==> src/rtl/regfile_scoreboard.sv <==
// regfile_scoreboard: parametrised register file with a per-register
// pending (scoreboard) bit, placed between decode/issue and write-back.
//   - Issue marks a destination pending (M/MA); write-back (W/DA/D) writes
//     data and clears pending unless a mark hits the same register on the
//     same edge (a younger producer is then outstanding).
//   - Two combinational read ports report data plus an operand-ready flag.
//   - busy_count is a registered popcount of the pending bits.
//   - Register ZERO_REG reads as 0, is never pending and ignores W and M.
//     ZERO_REG = 2**AW means there is no hardwired-zero register.
// Optional feature macro: REGFILE_WRITE_BYPASS_EN
//   When defined, a same-cycle write to the register being read is forwarded
//   to the read port before the clock edge.
// Reset: asynchronous, active-low (reset = 0 clears all state).
module regfile_scoreboard #(
  parameter int N        = 64,
  parameter int AW       = 5,
  parameter int ZERO_REG = 31
) (
  input  logic          clock,
  input  logic          reset,
  input  logic [N-1:0]  D,
  input  logic [AW-1:0] DA,
  input  logic          W,
  input  logic [AW-1:0] SA,
  input  logic [AW-1:0] SB,
  output logic [N-1:0]  A,
  output logic [N-1:0]  B,
  output logic          A_ready,
  output logic          B_ready,
  input  logic [AW-1:0] MA,
  input  logic          M,
  output logic [AW:0]   busy_count
);

  localparam int DEPTH = 2**AW;
  // One extra bit so that ZERO_REG = 2**AW never matches any real address.
  localparam logic [AW:0] ZR_IDX = (AW+1)'(ZERO_REG);
  localparam logic [AW:0] ONE    = (AW+1)'(1);

  function automatic logic is_zero(input logic [AW-1:0] addr);
    return ({1'b0, addr} == ZR_IDX);
  endfunction

  logic [N-1:0]     r_regs [DEPTH];
  logic [DEPTH-1:0] r_pend;
  logic [AW:0]      r_busy_count;

  logic             w_wr_en;
  logic             w_mk_en;
  logic             w_same_addr;
  logic             w_inc;
  logic             w_dec;
  logic [N-1:0]     w_a_data;
  logic [N-1:0]     w_b_data;
  logic             w_a_rdy;
  logic             w_b_rdy;

  // Qualify write and mark; the zero register swallows both.
  always_comb begin
    w_wr_en     = W && !is_zero(DA);
    w_mk_en     = M && !is_zero(MA);
    w_same_addr = (MA == DA);
    // A mark only counts when the register was idle.
    w_inc       = w_mk_en && !r_pend[MA];
    // A write only retires a pending register if no same-address mark
    // re-arms it on this edge.
    w_dec       = w_wr_en && r_pend[DA] && !(w_mk_en && w_same_addr);
  end

  // Data storage: write-back updates the addressed register.
  always_ff @(posedge clock or negedge reset) begin
    if (!reset) begin
      for (int i = 0; i < DEPTH; i++) r_regs[i] <= '0;
    end else if (w_wr_en) begin
      r_regs[DA] <= D;
    end
  end

  // Pending bits: write clears, mark sets; the mark is applied last so it
  // wins when both target the same register.
  always_ff @(posedge clock or negedge reset) begin
    if (!reset) begin
      r_pend <= '0;
    end else begin
      if (w_wr_en) r_pend[DA] <= 1'b0;
      if (w_mk_en) r_pend[MA] <= 1'b1;
    end
  end

  // Busy counter tracks the popcount of the pending bits incrementally;
  // a simultaneous retire and new mark cancel out.
  always_ff @(posedge clock or negedge reset) begin
    if (!reset) begin
      r_busy_count <= '0;
    end else if (w_inc && !w_dec) begin
      r_busy_count <= r_busy_count + ONE;
    end else if (w_dec && !w_inc) begin
      r_busy_count <= r_busy_count - ONE;
    end
  end

  // Read ports: combinational lookup, zero register forced to 0/ready,
  // optional same-cycle forwarding of the write-back value.
  always_comb begin
    w_a_data = is_zero(SA) ? '0 : r_regs[SA];
    w_a_rdy  = is_zero(SA) ? 1'b1 : !r_pend[SA];
    w_b_data = is_zero(SB) ? '0 : r_regs[SB];
    w_b_rdy  = is_zero(SB) ? 1'b1 : !r_pend[SB];
`ifdef REGFILE_WRITE_BYPASS_EN
    // Forwarded data is ready unless a younger producer is being issued to
    // the same register in this very cycle.
    if (w_wr_en && (SA == DA)) begin
      w_a_data = D;
      w_a_rdy  = !(w_mk_en && w_same_addr);
    end
    if (w_wr_en && (SB == DA)) begin
      w_b_data = D;
      w_b_rdy  = !(w_mk_en && w_same_addr);
    end
`endif
  end

  assign A          = w_a_data;
  assign B          = w_b_data;
  assign A_ready    = w_a_rdy;
  assign B_ready    = w_b_rdy;
  assign busy_count = r_busy_count;

endmodule

==> config.mk <==
export PLATFORM = sky130hd
export DESIGN_NAME = regfile_scoreboard
export DESIGN_NICKNAME = d
export VERILOG_FILES = /design/src/rtl/regfile_scoreboard.sv
export SDC_FILE = /design/constraint.sdc
export NUM_CORES = 2
export LEC_CHECK = 0
export BUFFER_PORTS_ARGS = -buffer_cell sky130_fd_sc_hd__buf_2
export CORE_UTILIZATION = 43
export CTS_BUF_LIST = sky130_fd_sc_hd__clkbuf_8
export DETAILED_ROUTE_END_ITERATION = 10
export SLEW_MARGIN = 40
export SYNTH_ARGS = -nofsm -noshare
export SYNTH_HDL_FRONTEND = slang
export SYNTH_SLANG_ARGS = --single-unit
==> constraint.sdc <==
create_clock -name clock -period 3.3 [get_ports clock]
set_input_delay 0.66 -clock clock [delete_from_list [all_inputs] [get_ports clock]]
set_output_delay 0.66 -clock clock [all_outputs]
set_load 0.02 [all_outputs]
==> metrics <==
final instance area=between 0.1 and 0.15 sq mm; synthesized area=0.111 sq mm; Final nets=8205; final wirelength=397 mm; H-tree depth=5; fmax=approximately 270 MHz; top cells by area, synth=dfrtp_1, mux2_2, mux4_2; Max Slew Vio Count=0; HP Class=input pin to register; Critical Path Sink Type=output pin; Synth Instances=7384; Core ar.=0.255 sq mm; CTS Root Cell=clkbuf_8; Worst Path Class, Setup=register to output pin; post-DR vias/cell=between 6 and 7; antenna violations before repair=31; number of cells on the worst reg-to-reg path=14; total CTS buffers=between 300 and 400; global route total overflow=0; Final Hold Vio Count=0; #FFs+latches synth=2086; Flop pwr share=44.7%; RR Startpoint=r_pend[4]; Initial Util=43.4%; sw frac=29.7%; most common cell in the synthesized netlist=dfrtp_1; chip width=roughly 510 um; largest net degree at the start of global routing=approximately 130; Final setup viols=123; First-pass DRT Iterations=5; Data required, critical path=2.64 ns; area of placed instances=0.123 sq mm; Tcrit/Tclk final=112%; Residual DRC=0; Net Count, Synth=7478; port bufs=223; power per cell area=569 mW/mm^2; Yosys top cell by area=dfrtp_1; WHS=0.149 ns; vias in the first global route=~80000; WL/cell=33.7 um; Post-DP HPWL=between 200 and 300 mm; clock group share of total power=31.4%; overall power=76700 uW; IO Count=224; status=finished, violations left; crit path buf inv count=4; Clock Sinks=roughly 2100; Synth Warn #=0; Die H=slightly above 500 um; share of cells above drive strength 1=57.3%; Hold Path End=r_pend[28]; CTS tree=done; number of synthesized flops with an enable pin=0; Crit path max-delay family=compound AO/OA/AOI/OAI gates; Synth cell types=60; crit-path most repeated cell=buf_12; share of the synthesized area in the top cell type=47.1%; antenna viol nets, final=0; actual slew at the worst max-slew pin=0.834 ns; r2r setup slk=-0.06 ns; Final GP Congestion=between 0.8 and 0.9; GRT Overall Usage=30.3%; Worst Hold Launch=MA[4]; pre-CTS setup slack=-0.713 ns; hold path cells=3; Final min period=3.69 ns; total number of vias=around 76000; critical path's slowest cell=mux4_2; Async SR Flop Fraction=100%; r2r endpoint=busy_count[5]; worst skew pair latency=1.01 ns; FP Rows=around 190; area added between synthesis and finish=21.8%; Clock Skew=roughly 0.016 ns; register area share after synthesis=47.1%; average cell area after synthesis=around 15 sq um; DRT iter0 DRCs=6839; Max Root-Sink Buffers=4; worst path cell trace=buf_6, mux4_2, a22o_1, a2111oi_2, buf_4, a211o_1, buf_12, buf_12; slew margin rel.=44.4%; crit-path max FO=2; Crit path largest cell delay=0.44 ns; CP arrival=3.03 ns; first-pass GRT wire length=575 mm; Sw Pwr=22800 uW; die area=0.260 sq mm; Filler Cell Count=between 20000 and 25000; max_cap viols=0; unrepaired setup endpoints after global routing=true; violated checks=setup timing; design internal power=53900 uW; P_leak=about 0.059 uW; Worst Slack Setup Final=-0.394 ns; Synth top cells by count=dfrtp_1, mux2_2, mux4_2, mux2i_1, clkbuf_1; Combinational Power Share=23.9%; Max VDD drop=0.528 mV; type of origin of the critical path=register; Worst-path clk slew=0.06 ns; Post-synth top flop=dfrtp_1
power groups by stage:
stage	Combinational [uW]	Sequential [uW]	Clock, uW
after floorplan	11700	33200	0
after global placement	16300	34000	0
after detailed placement	16700	34500	0
after CTS	18000	34000	24500
after global routing	19400	34800	25600
final	18300	34300	24100
flip-flops by register name (all words and copies together) (netlist names):
name	cells
r_regs	2048
r_pend	32
busy_count	6
through the flow:
step | cells | TNS (ns) | utilization (%)
3_3_place_gp | 11012 | -34.99 | 48.1
4_1_cts | 11695 | -18.35 | 52.4
3_5_place_dp | 11012 | -34.60 | 48.1
5_1_grt | 11774 | -22.15 | 52.9
2_1_floorplan | 7384 | 0 | -
6_report | 11780 | -12.08 | 52.9
cell families after synthesis:
family	share of synthesized area, %
compound gates	7.04
xor+xnor	0.0711
fa+ha+maj	0.0745
buf+inv	3.97
flops	47.1
mux	41.1
simple gates	0.635
per-layer routing:
layer  GRT usage [%]  up-vias  part of all wire (%)
met5               0        -                 0.019
met1            40.3    41397                    41
met3            5.45      937                   7.0
li1                -    30449                     -
met2            48.5     3373                    47
met4            13.7       12                   4.8
cells in the final DEF (no fill, tap or decap), types with 33 or more instances in the layout:
cell,netlist,routed
buf_12,0,286
mux2i_1,516,516
dfrtp_1,2086,2086
clkbuf_8,0,469
mux2_2,1908,1908
diode_2,0,33
a211oi_2,22,65
a22oi_1,131,119
buf_2,237,86
a211oi_4,0,59
mux2_1,78,78
buf_6,51,119
o22ai_1,133,133
inv_1,3,143
a22o_1,145,119
a2111oi_4,0,102
o221ai_1,128,128
a21oi_1,131,126
buf_4,89,711
mux4_2,799,799
cell type report:
class	instances	area [sq um]	share of cell area, %
multi-input cells	4402	57400	42.5
repair buffers	1243	13800	10.2
flip-flops and latches	2086	52200	38.7
clock inverters	180	836	0.619
well taps	3366	4210	3.12
diodes	33	82.6	0.0612
clock buffers	467	6430	4.76
inverters	3	15.0	0.0111
what timing repair did:
action                                  4_1_cts  5_1_grt
buffers inserted                             68       48
gates cloned                                  6        4
resized for setup                           613       91
endpoints found under the hold margin        26        0
endpoints found under the setup margin      130      133
hold buffers                                  1        0
pin swaps                                   329       14
worst reg2reg max path, cell delays in order (launching register included):
cell,delay (ns)
dfrtp_1,0.39
buf_6,0.13
buf_4,0.14
buf_4,0.14
mux4_2,0.45
a22oi_2,0.16
nand4_1,0.13
nand4_1,0.14
ha_2,0.23
clkinvlp_4,0.21
ha_1,0.38
nand2_1,0.08
o21a_1,0.19
o311ai_1,0.35
xor2_1,0.18
worst max path at each step:
stage                     startpoint             to  slack, ns  cells past startpoint
final                      r_pend[4]        B_ready      -0.39                      8
after global routing       r_pend[4]        B_ready      -0.48                      8
after CTS                  r_pend[4]        B_ready      -0.45                      8
after detailed placement       SB[3]          B[27]      -0.71                     10
after global placement         SB[3]           B[1]      -0.74                      9
after floorplan                DA[0]  busy_count[5]     0.0005                     13
(Power assumes the default switching activity.)
